File: src/rtl/elevator_scheduler_fsm.sv
// SCAN-order elevator car sequencer: latches floor calls, moves one floor per travel period, dwells with the door open.
// Optional build macro DOOR_REOPEN_EN: a call for the current floor while the door is open restarts the dwell.
module elevator_scheduler_fsm #(
    parameter int FLOORS       = 4,
    parameter int TRAVEL_TICKS = 50,
    parameter int DOOR_TICKS   = 100
) (
    input  logic              clk,
    input  logic              rst,
    input  logic [FLOORS-1:0] req_onehot,
    output logic [FLOORS-1:0] current_floor,
    output logic [FLOORS-1:0] pending,
    output logic              motor_up,
    output logic              motor_down,
    output logic              door_open,
    output logic              busy,
    output logic [1:0]        state_dbg
);

    localparam int MAXT = (TRAVEL_TICKS > DOOR_TICKS) ? TRAVEL_TICKS : DOOR_TICKS;
    localparam int CW   = $clog2(MAXT + 1);

    typedef enum logic [1:0] {
        IDLE      = 2'd0,
        MOVE_UP   = 2'd1,
        MOVE_DOWN = 2'd2,
        DOOR_OPEN = 2'd3
    } state_e;

    typedef struct packed {
        state_e st;
        logic   dir_up;
    } decision_t;

    state_e            state_q, state_d;
    logic              dir_up_q, dir_up_d;
    logic [CW-1:0]     cnt_q, cnt_d;
    logic [FLOORS-1:0] floor_q, floor_d;
    logic [FLOORS-1:0] pending_q, pending_d;
    logic [FLOORS-1:0] clear;
    logic              at_end;
    decision_t         dec;

    // Keep direction while calls lie ahead of the car, otherwise reverse; no calls at all means idle.
    function automatic decision_t scan(input logic [FLOORS-1:0] pend,
                                       input logic [FLOORS-1:0] floor,
                                       input logic              dir_up);
        decision_t         res;
        logic [FLOORS-1:0] below_m;
        logic [FLOORS-1:0] above_m;
        logic              a;
        logic              b;
        below_m    = floor - FLOORS'(1);
        above_m    = ~(below_m | floor);
        a          = |(pend & above_m);
        b          = |(pend & below_m);
        res.st     = IDLE;
        res.dir_up = dir_up;
        if (dir_up) begin
            if (a) begin
                res.st = MOVE_UP;
            end else if (b) begin
                res.st     = MOVE_DOWN;
                res.dir_up = 1'b0;
            end
        end else begin
            if (b) begin
                res.st = MOVE_DOWN;
            end else if (a) begin
                res.st     = MOVE_UP;
                res.dir_up = 1'b1;
            end
        end
        return res;
    endfunction

    always_comb begin
        state_d  = state_q;
        dir_up_d = dir_up_q;
        cnt_d    = cnt_q;
        floor_d  = floor_q;
        dec      = '{st: IDLE, dir_up: dir_up_q};
        at_end   = 1'b0;

        case (state_q)
            IDLE: begin
                cnt_d = '0;
                if (|(pending_q & floor_q)) begin
                    state_d = DOOR_OPEN;
                end else begin
                    dec      = scan(pending_q, floor_q, dir_up_q);
                    state_d  = dec.st;
                    dir_up_d = dec.dir_up;
                end
            end
            MOVE_UP, MOVE_DOWN: begin
                if (cnt_q == CW'(TRAVEL_TICKS - 1)) begin
                    cnt_d  = '0;
                    at_end = (state_q == MOVE_UP) ? floor_q[FLOORS-1] : floor_q[0];
                    if (!at_end) begin
                        floor_d = (state_q == MOVE_UP) ? (floor_q << 1) : (floor_q >> 1);
                    end
                    if (|(pending_q & floor_d)) begin
                        state_d = DOOR_OPEN;
                    end else begin
                        dec      = scan(pending_q, floor_d, dir_up_q);
                        state_d  = dec.st;
                        dir_up_d = dec.dir_up;
                    end
                end else begin
                    cnt_d = cnt_q + CW'(1);
                end
            end
            DOOR_OPEN: begin
`ifdef DOOR_REOPEN_EN
                if (|(req_onehot & floor_q)) begin
                    cnt_d = '0;
                end else
`endif
                if (cnt_q == CW'(DOOR_TICKS - 1)) begin
                    cnt_d    = '0;
                    dec      = scan(pending_q & ~floor_q, floor_q, dir_up_q);
                    state_d  = dec.st;
                    dir_up_d = dec.dir_up;
                end else begin
                    cnt_d = cnt_q + CW'(1);
                end
            end
            default: begin
                state_d = IDLE;
                cnt_d   = '0;
            end
        endcase

        // The floor being served is cleared every cycle the door is (or becomes) open, beating any same-cycle call.
        clear     = (state_d == DOOR_OPEN) ? floor_d : '0;
        pending_d = (pending_q | req_onehot) & ~clear;
    end

    always_ff @(posedge clk) begin
        if (rst) begin
            state_q   <= IDLE;
            dir_up_q  <= 1'b1;
            cnt_q     <= '0;
            floor_q   <= FLOORS'(1);
            pending_q <= '0;
        end else begin
            state_q   <= state_d;
            dir_up_q  <= dir_up_d;
            cnt_q     <= cnt_d;
            floor_q   <= floor_d;
            pending_q <= pending_d;
        end
    end

    assign current_floor = floor_q;
    assign pending       = pending_q;
    assign motor_up      = (state_q == MOVE_UP);
    assign motor_down    = (state_q == MOVE_DOWN);
    assign door_open     = (state_q == DOOR_OPEN);
    assign busy          = (state_q != IDLE);
    assign state_dbg     = state_q;

endmodule

File: config.mk
export PLATFORM = sky130hd
export DESIGN_NAME = elevator_scheduler_fsm
export DESIGN_NICKNAME = d
export VERILOG_FILES = /design/src/rtl/elevator_scheduler_fsm.sv
export SDC_FILE = /design/constraint.sdc
export NUM_CORES = 1
export LEC_CHECK = 0
export ABC_AREA = 1
export BUFFER_PORTS_ARGS = -buffer_cell sky130_fd_sc_hd__buf_4
export CORE_ASPECT_RATIO = 1.4
export CORE_UTILIZATION = 45
export CTS_BUF_LIST = sky130_fd_sc_hd__clkbuf_4 sky130_fd_sc_hd__clkbuf_8 sky130_fd_sc_hd__clkbuf_16
export DETAILED_ROUTE_END_ITERATION = 10
export GPL_TIMING_DRIVEN = 0
export SLEW_MARGIN = 20
export SYNTH_ARGS = -nofsm -noshare
export SYNTH_HDL_FRONTEND = slang
export SYNTH_SLANG_ARGS = --single-unit
File: constraint.sdc
create_clock -name clk -period 5.05 [get_ports clk]
set_input_delay 1.01 -clock clk [delete_from_list [all_inputs] [get_ports clk]]
set_output_delay 1.01 -clock clk [all_outputs]
set_load 0.01 [all_outputs]
[Word-level counts from Yosys, hierarchy flattened]
Index checks and enable logic that the tools add are counted.
Word-level totals
  register bits after elaboration: 18
  latch bits: 0
  RAM bits: 0
  bits in read-only memories: 0
  output and inout bits: 14
  memories: 0
Operators by class
  $add $sub $neg: 3
  $mul: 0
  divide/modulo/power cells: 0
  $lt $le $gt $ge: 0
  eq/ne operators: 10
  shifts and indexed selects: 0
  multiplexer cells: 42
  bitwise logic cells: 17
  reductions and logical operators: 12
Operators with widths (number)
  $and 4x4->4: 10
  $reduce_or 4->1: 8
  $mux 4: 7
  $mux 2: 13
  $pmux 7 s3: 1
  $mux 3: 6
  $not 4->4: 4
  $mux 7: 2
  $or 4x4->4: 3
  $mux 1: 11
  $sub 4x1->4 const B: 2
  $add 7x1->7 const B: 1
  $eq 7x6->1 const B: 1
  $eq 7x7->1 const B: 1
  $eq 2x2->1 const B: 3
  $ne 2x2->1 const B: 3
  $pmux 2 s3: 1
  $reduce_and 4->1: 1
  $pmux 1 s3: 1
  $eq 2x1->1 const B: 1
  $logic_not 2->1: 1
  $ne 2x1->1 const B: 1
  $reduce_bool 2->1: 1
  $reduce_or 2->1: 1

[Longest topological paths before layout]
  word-level depth: 20
  gate-level depth with buffers: 21

[Least setup slack after synthesis]
Ideal clock, no wire load.
  path kind: reg2reg
  from: register state_q[1], in the netlist state_dbg[1]
  to: register pending_q[0], in the netlist pending[0]
  arrival: 2.343 ns
  required time: 4.928 ns
  setup slack: 2.585 ns
  stages on the path, launching flop included: 21
  cell sequence: dfxtp_1 -> inv_1 -> ha_1 -> inv_2 -> nand2_4 -> nand2_2 -> nand2_1 -> nand2_1 -> nand3_1 -> ha_1 -> a22o_1 -> inv_1 -> o21ai_1 -> inv_1 -> nand3_1 -> nand2_1 -> nand2_1 -> nand2_1 -> nand2_2 -> nor2_4 -> a21oi_2
On the way
  word-level cells in the longest chain between the ends: 20
  elaborated cells on any way between the ends: 34
  those cells by class: add/sub: 1; eq/ne: 4; mux: 17; bitwise: 7; reduce/logical: 5
RTL lines
  from (decl): line 35  | state_e state_q, state_d;
  from (signal assigned): line 148  | state_q <= state_d;
  $eq 2x1->1: line 85, 99, 101
  $mux 4 or $mux 1 (tied branches): line 101, 99
  $mux 4: line 100  | if (!at_end) begin
  $mux 4: line 97  | if (cnt_q == CW'(TRAVEL_TICKS - 1)) begin
  $mux 4: line 85  | case (state_q)
  $sub 4x1->4: line 53  | below_m = floor - FLOORS'(1);
  $or 4x4->4: line 54  | above_m = ~(below_m | floor);
  $not 4->4: line 54
  (+4 left out)
  $mux 3: line 59  | if (dir_up) begin
  $mux 2: line 103  | if (|(pending_q & floor_d)) begin
  $mux 2: line 97
  $pmux 2 s3: line 85
  $eq 2x2->1: line 136  | clear = (state_d == DOOR_OPEN) ? floor_d : '0;
  $mux 4 (*): line 136
  $not 4->4 (*): line 137  | pending_d = (pending_q | req_onehot) & ~clear;
  $and 4x4->4 (*): line 137
  to (signal assigned): line 152  | pending_q <= pending_d;
  to (decl): line 39  | logic [FLOORS-1:0] pending_q, pending_d;
Every way passes the cells marked *; elsewhere a longest branch is shown, timed or not. The select of a mux whose other input is x is not followed.
A chain may end at the register's enable or synchronous reset.

[Final worst setup path]
  from: register state_q[1], in the netlist state_dbg[1]
  to: register pending_q[2], in the netlist pending[2]
The elaborated chain is that of the path after synthesis.

==> metrics.md <==
| Metric | Value |
|---|---|
| Final nets | 264 |
| Worst-Margin Slew | 0.457 ns |
| Die Wd | 50.6 um |
| Synth warn | 0 |
| Number of max-cap violations | 0 |
| Post-synth design cell area | 1490 um2 |
| Worst-Skew Late Latency | 0.24 ns |
| Antenna violations before repair | 0 |
| Avg WL per Cell | 12.5 um |
| Vias per inst | 5.20 |
| Initial DRC Count | 51 |
| Sw power | 0.355 mW |
| Area of the die | 3540 um2 |
| Register area share after synthesis | 0.243 |
| Routed wire length | 3520 um |
| Delay-heaviest family, CP | simple AND/OR/NAND/NOR gates |
| Worst path most repeated cell | nand2_1 |
| Worst vdd ir | 0.000259 V |
| CTS Buf Count | 3 |
| DR DRC count | 0 |
| CTS sink count | 18 |
| Synth area leaders | dfxtp_1 (24%), nand2_1 (13%), ha_1 (11%) |
| Hold Vio Cnt, Final | 0 |
| Power Dens Cells | 436 nW/um2 |
| Port bufs | 18 |
| Syn avg cell area | 6.69 um2 |
| Critical Path Start Type | flop |
| Gate Count Post-Synth | 222 |
| RD Place Congestion | 0.812 |
| Hold buffers post-CTS | 0 |
| # H-tree levels | 1 |
| Total nets after synthesis | 241 |
| CP Capture Type | flop |
| Synth Register Bits | 18 |
| Post-Route Skew | 0.000989 ns |
| Final setup fails | 0 |
| DR vias | 1466 |
| Total gr overflow | 0 |
| Placed wire-length estimate | 2880 um |
| Final ANT Viol Nets | 0 |
| HP Class | flop to flop |
| Logic gate share of total power | 0.626 |
| Die H | 70.0 um |
| WP buf/inv | 3 |
| Status | finished clean |
| Reg clk slew, reported paths | 0.06 ns |
| Slowest CP cell | ha_1 |
| Largest net degree at the start of global routing | 10 |
| Crit-path max FO | 6 |
| Post-CTS Setup Bufs | 0 |
| Clock Path Buffers | 2 |
| WP data arrival | 2.94 ns |
| Root Driver | clkbuf_8 |
| Slew HR | 0.694 |
| I/O Pins | 20 |
| Initial core utilization | 0.476 |
| Net Sw Frac | 0.477 |
| Most frequent cells in the layout | nand2_1 (51), inv_1 (25), nor2_1 (21) |
| Netlist cell types | 29 |
| ANT cells | 0 |
| Initial DRT Pass Iterations | 4 |
| Internal Power | 0.390 mW |
| Dpl ws | 2.27 ns |
| Vias in the first global route | 1393 |
| CTS tree | done |
| FP Rows | 24 |
| Area Overhead vs Synth | 15.2% |
| Leak | 0.820 nW |
| CP cell instances | inv_1 > ha_1 > nand2_2 > nand2_2 > nand2_1 > nand2_1 > nand3_1 > ha_1 > a22o_1 > inv_1 > o21ai_1 > inv_1 > nand3_1 > nand2_1 > nand2_1 > nand2_1 > nand2_2 > nor2_4 > a21oi_2 |
| Layout cells sized above 1 | 0.226 |
| Resized Gates After CTS | 0 |
| Setup TNS Final | 0 ns |
| Final worst slack | 2.25 ns |
| Worst path required time | 5.18 ns |
| Critical path type | flop to flop |
| RSZ-0062 raised after global routing | false |
| Total power | 0.745 mW |
| Core ar. | 3120 um2 |
| Top cell type's share of synthesized area | 0.243 |
| Slew Viols, Final | 0 |
| Final Critical Period | 2.80 ns |
| Most area-hungry cell type in the Yosys netlist | dfxtp_1 |
| Hold WS | 0.476 ns |
| Clk pwr share | 0.128 |
| CP peak stage delay | 0.35 ns |
| GR Util All Layers | 0.215 |
| Fmax | 357 MHz |
| Sequential share of power | 0.246 |
| First-pass GRT wire length | 5980 um |
| Most common cell after layout, fill and taps aside | nand2_1 |
| Final period utilization | 0.555 |
==> cells in the mapped netlist, drive strengths merged <==
master and number:
nand2 65, o211ai 4, or2 1, nand4 3
nand3 23, a31oi 1, o21ai 17, xnor2 1
ha 13, clkbuf 2, a22o 3, inv 30
a21oi 8, nor3 1, buf 2, nor2 24
o211a 1, nand3b 1, dfxtp 18, xor2 4
==> sequential cells by signal, indices dropped and copies added (netlist names) <==
| signal | flops |
|---|---|
| cnt_q | 7 |
| current_floor | 4 |
| pending | 4 |
| state_dbg | 2 |
| dir_up_q | 1 |
==> cell families (layout without fill, tap and decap cells) <==
kind of cell    after synthesis  after routing  synth area share
simple gates                118            118             0.387
compound gates               34             34             0.143
buf+inv                      34             55            0.0885
flops                        18             18             0.243
fa+ha+maj                    13             13             0.110
xor+xnor                      5              5            0.0295
==> layout make-up <==
class	instances	area, um2
clock buffers	3	41.3
flip-flops and latches	18	360
inverters	30	113
repair buffers	18	135
plain buffers	4	18.8
well taps	39	48.8
multi-input cells	170	993
fillers	343	1410
==> routing by layer <==
layer	GRT usage	routed length, um	share of wire
met5	0	0	0
met4	0.0586	29	0.0082
met3	0.0131	116	0.033
met2	0.393	1830	0.52
met1	0.264	1550	0.44
==> metrics by stage <==
stage | util | cells | area [um2]
2_1_floorplan | - | 222 | 1490
5_1_grt | 0.548 | 282 | 1710
6_report | 0.548 | 282 | 1710
4_1_cts | 0.548 | 282 | 1710
3_3_place_gp | 0.534 | 279 | 1670
3_5_place_dp | 0.534 | 279 | 1670
==> worst paths after layout <==
kind | from | end | slack (ns) | cells past startpoint
worst min-delay path | cnt_q[0] | cnt_q[0] | 0.48 | 1
worst max-delay path | state_dbg[1] | pending[2] | 2.25 | 19
worst min register to register | cnt_q[0] | cnt_q[0] | 0.48 | 1
worst max register to register | state_dbg[1] | pending[2] | 2.25 | 19
==> worst reg2reg max path, stage by stage (launching register included) <==
cell and delay, ns:
dfxtp_1 0.33, inv_1 0.14, ha_1 0.35, nand2_2 0.16, nand2_2 0.11, nand2_1 0.07
nand2_1 0.12, nand3_1 0.09, ha_1 0.28, a22o_1 0.23, inv_1 0.04, o21ai_1 0.05
inv_1 0.09, nand3_1 0.08, nand2_1 0.07, nand2_1 0.05, nand2_1 0.08, nand2_2 0.07
nor2_4 0.19, a21oi_2 0.08
==> power by group through the flow <==
stage | Clock (mW) | Sequential [mW] | Combinational, mW
2_1_floorplan | 0 | 0.187 | 0.343
3_3_place_gp | 0 | 0.186 | 0.454
3_5_place_dp | 0 | 0.186 | 0.464
4_1_cts | 0.0967 | 0.183 | 0.467
5_1_grt | 0.104 | 0.188 | 0.522
6_report | 0.0954 | 0.184 | 0.466
Note: power is estimated with default switching activity, not from simulation.
